`config.mk`:
```
export PLATFORM = sky130hd
export DESIGN_NAME = ps2_rx_fifo
export DESIGN_NICKNAME = d
export VERILOG_FILES = /design/src/rtl/ps2_pkg.sv /design/src/rtl/ps2_sync_fifo.sv /design/src/rtl/ps2_rx_fifo.sv
export SDC_FILE = /design/constraint.sdc
export NUM_CORES = 1
export LEC_CHECK = 0
export CAP_MARGIN = 0
export CORE_UTILIZATION = 62
export CTS_CLUSTER_DIAMETER = 120
export CTS_CLUSTER_SIZE = 10
export DETAILED_ROUTE_END_ITERATION = 16
export GPL_TIMING_DRIVEN = 0
export PLACE_DENSITY = 0.87
export SLEW_MARGIN = 20
export SYNTH_ARGS = -nofsm -noshare
export SYNTH_HDL_FRONTEND = slang
export SYNTH_HIERARCHICAL = 1
export SYNTH_SLANG_ARGS = --single-unit
export TNS_END_PERCENT = 50
```
`constraint.sdc`:
```
create_clock -name clk -period 7.85 [get_ports clk]
set_input_delay 1.9625 -clock clk [delete_from_list [all_inputs] [get_ports clk]]
set_output_delay 1.9625 -clock clk [all_outputs]
set_load 0.02 [all_outputs]
```
`src/rtl/ps2_pkg.sv`:
```
// Shared constants, frame-FSM state type and output-width helper for the PS/2 receiver.
package ps2_pkg;

    localparam logic [7:0] PS2_EXT_PREFIX   = 8'hE0;
    localparam logic [7:0] PS2_BREAK_PREFIX = 8'hF0;

    typedef enum logic [1:0] {
        IDLE,
        DATA,
        PARITY,
        STOP
    } ps2_state_t;

    // Decoded entries carry {brk, ext} above the scan code.
    function automatic int unsigned out_width(input int unsigned decode);
        return (decode != 0) ? 10 : 8;
    endfunction

endpackage

```
`src/rtl/ps2_sync_fifo.sv`:
```
// First-word-fall-through synchronous FIFO with extra-MSB pointers.
module ps2_sync_fifo #(
    parameter  int unsigned DEPTH = 8,
    parameter  int unsigned WIDTH = 8,
    localparam int unsigned AW    = $clog2(DEPTH)
) (
    input  logic             clk,
    input  logic             clr,
    input  logic             push,
    input  logic             pop,
    input  logic [WIDTH-1:0] wr_data,
    output logic [WIDTH-1:0] rd_data,
    output logic             full,
    output logic             empty,
    output logic [AW:0]      level
);

    logic [WIDTH-1:0] mem [DEPTH];
    logic [AW:0]      wr_ptr;
    logic [AW:0]      rd_ptr;
    logic             do_pop;
    logic             do_push;

    assign empty   = (wr_ptr == rd_ptr);
    assign full    = (wr_ptr[AW] != rd_ptr[AW]) && (wr_ptr[AW-1:0] == rd_ptr[AW-1:0]);
    assign level   = wr_ptr - rd_ptr;
    assign do_pop  = pop & ~empty;
    // A pop frees the head slot in the same cycle, so a full FIFO still takes the push.
    assign do_push = push & (~full | do_pop);
    assign rd_data = empty ? '0 : mem[rd_ptr[AW-1:0]];

    // Pointer advance on accepted push/pop.
    always_ff @(posedge clk or posedge clr) begin
        if (clr) begin
            wr_ptr <= '0;
            rd_ptr <= '0;
        end else begin
            if (do_push) wr_ptr <= wr_ptr + (AW+1)'(1);
            if (do_pop)  rd_ptr <= rd_ptr + (AW+1)'(1);
        end
    end

    // Storage write; contents need no reset because the read port is gated by empty.
    always_ff @(posedge clk) begin
        if (do_push) mem[wr_ptr[AW-1:0]] <= wr_data;
    end

endmodule

```
`src/rtl/ps2_rx_fifo.sv`:
```
// PS/2 device-to-host receiver: synchroniser, framed receive FSM, watchdog,
// prefix decoder and a FWFT receive FIFO with sticky error flags.
module ps2_rx_fifo
    import ps2_pkg::*;
#(
    parameter  int unsigned FIFO_DEPTH  = 8,
    parameter  int unsigned SYNC_STAGES = 3,
    parameter  int unsigned TIMEOUT_CYC = 100000,
    parameter  int unsigned DECODE      = 1,
    localparam int unsigned OUT_W       = out_width(DECODE),
    localparam int unsigned LVL_W       = $clog2(FIFO_DEPTH) + 1
) (
    input  logic             clk,
    input  logic             clr,
    input  logic             ps2_clk,
    input  logic             ps2_data,
    input  logic             rd_en,
    output logic [OUT_W-1:0] data,
    output logic             valid,
    output logic [LVL_W-1:0] level,
    output logic             overflow,
    output logic             frame_err,
    input  logic             err_clr
);

    localparam int unsigned      WD_W     = $clog2(TIMEOUT_CYC + 1);
    localparam logic [WD_W-1:0]  WD_LIMIT = WD_W'(TIMEOUT_CYC);

    logic [SYNC_STAGES-1:0] clk_sync;
    logic [SYNC_STAGES-1:0] dat_sync;
    logic                   clk_prev;
    logic                   clk_s;
    logic                   dat_s;
    logic                   fall;

    ps2_state_t             state;
    logic [2:0]             bit_cnt;
    logic [7:0]             shreg;
    logic                   par;
    logic                   byte_ok;
    logic                   frame_good;
    logic                   stop_err;
    logic                   timeout;
    logic [WD_W-1:0]        wd_cnt;

    logic                   ext;
    logic                   brk;
    logic                   is_ext;
    logic                   is_brk;
    logic                   push;
    logic                   pop;
    logic                   full;
    logic                   empty;
    logic [OUT_W-1:0]       wr_data;

    assign clk_s      = clk_sync[SYNC_STAGES-1];
    assign dat_s      = dat_sync[SYNC_STAGES-1];
    assign fall       = clk_prev & ~clk_s;
    assign frame_good = dat_s & (^{shreg, par});
    assign stop_err   = fall & (state == STOP) & ~frame_good;
    assign timeout    = (state != IDLE) && !fall && (wd_cnt == WD_LIMIT);

    // Pin synchronisers and edge history; idle-high reset avoids a false fall on release.
    always_ff @(posedge clk or posedge clr) begin
        if (clr) begin
            clk_sync <= '1;
            dat_sync <= '1;
            clk_prev <= 1'b1;
        end else begin
            clk_sync <= {clk_sync[SYNC_STAGES-2:0], ps2_clk};
            dat_sync <= {dat_sync[SYNC_STAGES-2:0], ps2_data};
            clk_prev <= clk_s;
        end
    end

    // Watchdog: counts clk cycles between falls while a frame is in progress.
    always_ff @(posedge clk or posedge clr) begin
        if (clr) begin
            wd_cnt <= '0;
        end else if (fall || state == IDLE) begin
            wd_cnt <= '0;
        end else if (wd_cnt != WD_LIMIT) begin
            wd_cnt <= wd_cnt + WD_W'(1);
        end
    end

    // Frame FSM: start, 8 data bits LSB first, odd parity, stop; byte_ok is a one-cycle pulse.
    always_ff @(posedge clk or posedge clr) begin
        if (clr) begin
            state   <= IDLE;
            bit_cnt <= '0;
            shreg   <= '0;
            par     <= 1'b0;
            byte_ok <= 1'b0;
        end else begin
            byte_ok <= 1'b0;
            if (timeout) begin
                state <= IDLE;
            end else if (fall) begin
                case (state)
                    IDLE: begin
                        if (!dat_s) begin
                            state   <= DATA;
                            bit_cnt <= '0;
                        end
                    end
                    DATA: begin
                        shreg   <= {dat_s, shreg[7:1]};
                        bit_cnt <= bit_cnt + 3'd1;
                        if (bit_cnt == 3'd7) state <= PARITY;
                    end
                    PARITY: begin
                        par   <= dat_s;
                        state <= STOP;
                    end
                    STOP: begin
                        byte_ok <= frame_good;
                        state   <= IDLE;
                    end
                    default: state <= IDLE;
                endcase
            end
        end
    end

    assign is_ext = (DECODE != 0) && (shreg == PS2_EXT_PREFIX);
    assign is_brk = (DECODE != 0) && (shreg == PS2_BREAK_PREFIX);
    assign push   = byte_ok & ~is_ext & ~is_brk;
    assign pop    = rd_en & valid;

    // Prefix flags: accumulate E0/F0, drop both once a code byte is pushed.
    always_ff @(posedge clk or posedge clr) begin
        if (clr) begin
            ext <= 1'b0;
            brk <= 1'b0;
        end else if (byte_ok) begin
            if (is_ext) begin
                ext <= 1'b1;
            end else if (is_brk) begin
                brk <= 1'b1;
            end else begin
                ext <= 1'b0;
                brk <= 1'b0;
            end
        end
    end

    // FIFO entry format depends on decoding mode.
    always_comb begin
        wr_data = '0;
        if (DECODE != 0) wr_data = OUT_W'({brk, ext, shreg});
        else             wr_data = OUT_W'(shreg);
    end

    // Sticky error flags; a set event in the same cycle as err_clr wins.
    always_ff @(posedge clk or posedge clr) begin
        if (clr) begin
            overflow  <= 1'b0;
            frame_err <= 1'b0;
        end else begin
            if (push & full & ~pop) overflow <= 1'b1;
            else if (err_clr)       overflow <= 1'b0;
            if (stop_err | timeout) frame_err <= 1'b1;
            else if (err_clr)       frame_err <= 1'b0;
        end
    end

    ps2_sync_fifo #(
        .DEPTH (FIFO_DEPTH),
        .WIDTH (OUT_W)
    ) u_fifo (
        .clk     (clk),
        .clr     (clr),
        .push    (push),
        .pop     (pop),
        .wr_data (wr_data),
        .rd_data (data),
        .full    (full),
        .empty   (empty),
        .level   (level)
    );

    assign valid = ~empty;

endmodule

```
==> results_dict.tcl <==
set metrics [dict create \
    status "finished clean" \
    synthesis.nets 403 \
    pwr-share-comb 0.337 \
    dpl.hpwl_mm 7.12 \
    ys_types 55 \
    maxSlewViolCount 0 \
    synth_top_area_frac 0.424 \
    antenna_found_initial 0 \
    worst-path-max-fanout 10 \
    fill_cells 504 \
    clock_skew_ns 0.0150 \
    cp.arrival_ns 3.77 \
    final_area_um2 6700 \
    hp-class "flip-flop to flip-flop" \
    num_rows 34 \
    worst-path-buf-inv 3 \
    nNetsFinal 450 \
    maxCapViolations 0 \
    io_buffer_count 22 \
    slew_headroom 0.251 \
    async_reset_ff_frac 0.389 \
    p_leak_uw 0.00259 \
    setup_ws_ns 2.12 \
    dp_cells 519 \
    synth_ff_type "edfxtp_1" \
    htreeDepth 4 \
    layout-drive-gt1-share 0.201 \
    cts.sinks 131 \
    drc 0 \
    worstRegToRegCells 11 \
    end_kind "primary output" \
    via_count 3293 \
    period_minus_slack_ns 5.73 \
    die_h_um 97.6 \
    critical-path-max-stage-delay_ns 0.66 \
    groute.usage.overall 0.261 \
    initial_utilization 0.646 \
    dp_slack_ns 2.71 \
    period_share 0.730 \
    viasPerCell 5.98 \
    hold_depth 0 \
    layout.area.seq_um2 3690 \
    finalPower_uw 2640 \
    wirelength_mm 11.1 \
    grt_pass1_vias 3522 \
    clkPwrFrac 0.292 \
    cts_buffers 17 \
    hold_violations 0 \
    diodes 0 \
    synth.most_common_cell "edfxtp_1" \
    instances_no_fill 551 \
    grt_max_degree 35 \
    rsz0062_at_grt "no" \
    ys_seq_area_frac 0.651 \
    powerDensity_nw_per_um2 394 \
    critical_path_required_ns 5.89 \
    critPathTopFamily "buffers and inverters" \
    p_switching_uw 864 \
    synth_commonest_cells "80 x edfxtp_1, 44 x dfrtp_1, 30 x inv_1" \
    dr.pass1.iters 4 \
    multi_input_area_um2 1830 \
    dieArea_um2 9520 \
    vdd_ir_drop_max_mv 0.267 \
    die_x_um 97.6 \
    swShare 0.327 \
    cts_tree "yes" \
    netlist_instances 383 \
    yosys_warnings 6 \
    grt_pass1_wl_mm 18.2 \
    setup_total_negative_slack_ns 0 \
    clockRootBuffer "clkbuf_8" \
    p_int_uw 1780 \
    setup_viol 0 \
    path_clk_slew_ns 0.06 \
    syn_area_per_cell_um2 14.8 \
    detail_route.wl_per_cell_um 20.1 \
    crit_path_start_kind "flip-flop" \
    cts.hold.buffers_added 0 \
    synth_edf_count 80 \
    synth_top_area_cell "edfxtp_1" \
    synth.area.top_cells "edfxtp_1 42%, dfrtp_1 19%, mux4_2 8.0%" \
    worst_path_max_delay_cell "clkdlybuf4s50_1" \
    syn_to_final_growth_pct 18.2 \
    core_area_um2 8760 \
    cp.depth 8 \
    max_freq_ghz 0.174 \
    cts_resized 0 \
    clock_path_buffers 2 \
    place_area_um2 6110 \
    clkLatencyLatePin_ns 0.51 \
    place_congestion 0.780 \
    path_cells "clkbuf_1 -> inv_1 -> ha_1 -> nand3_1 -> nand2b_1 -> nand2_1 -> o21ai_0 -> clkdlybuf4s50_1" \
    synth-seq-cells 131 \
    ant_nets 0 \
    worst_pin_slew_ns 1.12 \
    post-cts-setup-buffers 0 \
    drtIter0Drc 226 \
    crit_type "flip-flop to primary output" \
    seqPwrFrac 0.370 \
    grt-ovfl-total 0 \
    synthesis.area_um2 5670 \
    io_pins 23 \
]
[stage by stage]
step,hold slack [ns],utilization
detailed placement,0.348,0.697
finish,0.355,0.764
floorplan,0.345,-
global route,0.361,0.764
global placement,0.346,0.687
CTS,0.356,0.764
[worst reg2reg max path, delay by kind of cell, from the launching register on]
family	cells	cell delay (ns)
simple gates	5	2.03
fa+ha+maj	1	0.31
buf+inv	5	1.35
flops	1	0.51
[power groups by stage]
stage	clock, uW	combinational [uW]	sequential (uW)
6_report	773	891	978
4_1_cts	787	900	978
2_1_floorplan	0	607	943
5_1_grt	823	972	992
3_5_place_dp	0	884	987
3_3_place_gp	0	848	972
[flip-flops by register name, summed over array words and instances (netlist names), 2 cells and up]
register	cells
dat_sync	3
state	2
shreg	8
clk_sync	3
u_fifo/wr_ptr	4
u_fifo/mem	80
bit_cnt	3
wd_cnt	17
u_fifo/rd_ptr	4
[layout make-up]
type,count,share of cell area
timing repair buffer,28,0.0413
sequential,131,0.550
clock buffer,24,0.0736
tap,108,0.0202
inverter,30,0.0168
buffer,10,0.00953
multi-input combinational,212,0.274
clock inverter,8,0.0144
[path summary, 6_finish.rpt]
kind	slack, ns	to	start
setup / recovery	2.12	data[6]	u_fifo/rd_ptr[1]$_DFFE_PP0P_
hold / removal	0.36	dat_sync[1]$_DFF_PP1_	dat_sync[0]$_DFF_PP1_
setup reg to reg	3.33	u_fifo/mem[2][4]$_DFFE_PP_	u_fifo/rd_ptr[1]$_DFFE_PP0P_
hold reg to reg	0.36	dat_sync[1]$_DFF_PP1_	dat_sync[0]$_DFF_PP1_
max in group asynchronous	5.60	dat_sync[0]$_DFF_PP1_	clr
min in group asynchronous	1.74	bit_cnt[0]$_DFFE_PP0P_	clr
[kinds of logic (layout without fill, tap and decap cells)]
group | after synthesis | in the layout | share of synthesized area
xor gates and xnor gates | 27 | 27 | 0.0455
adders and majority gates | 14 | 14 | 0.0322
and+or+nand+nor | 101 | 101 | 0.0970
buffers and inverters | 40 | 100 | 0.0311
AOI/OAI and AO/OA | 39 | 39 | 0.0422
muxes | 31 | 31 | 0.101
DFF | 131 | 131 | 0.651
[routing by layer]
layer  GRT usage  up-vias  share of wire
met5           0        -              0
met4      0.0860        0          0.015
met3      0.0856       14          0.039
met2       0.446       90           0.54
met1       0.313     1682           0.40
li1            -     1507              -
[placed cells by master (no fill, tap or decap), types with 2 or more instances in the layout]
cell type	synthesis	routed
bufinv_16	0	2
buf_6	1	2
nand3_1	23	23
a21oi_1	9	9
dfrtp_1	44	44
edfxtp_1	80	80
clkdlybuf4s50_1	0	22
nand2b_1	6	6
buf_4	1	3
clkbuf_1	3	7
clkinv_2	0	3
xor2_1	7	7
inv_4	0	2
mux4_2	20	20
and4_1	2	2
buf_2	3	5
clkbuf_16	0	18
o21ai_1	7	7
dfstp_2	7	7
nand2_1	16	16
o221ai_1	2	2
mux2_2	7	7
nand4_1	3	3
nor3_2	0	4
ha_1	13	13
nor3_1	7	3
nor2b_1	4	4
xnor2_1	18	18
a22o_1	3	3
clkbuf_8	0	2
o21ai_0	12	12
mux2_1	3	3
inv_1	30	29
nor4_2	1	3
nor2_1	20	20
or3_1	4	4
Note: power is estimated with default switching activity, not from simulation.
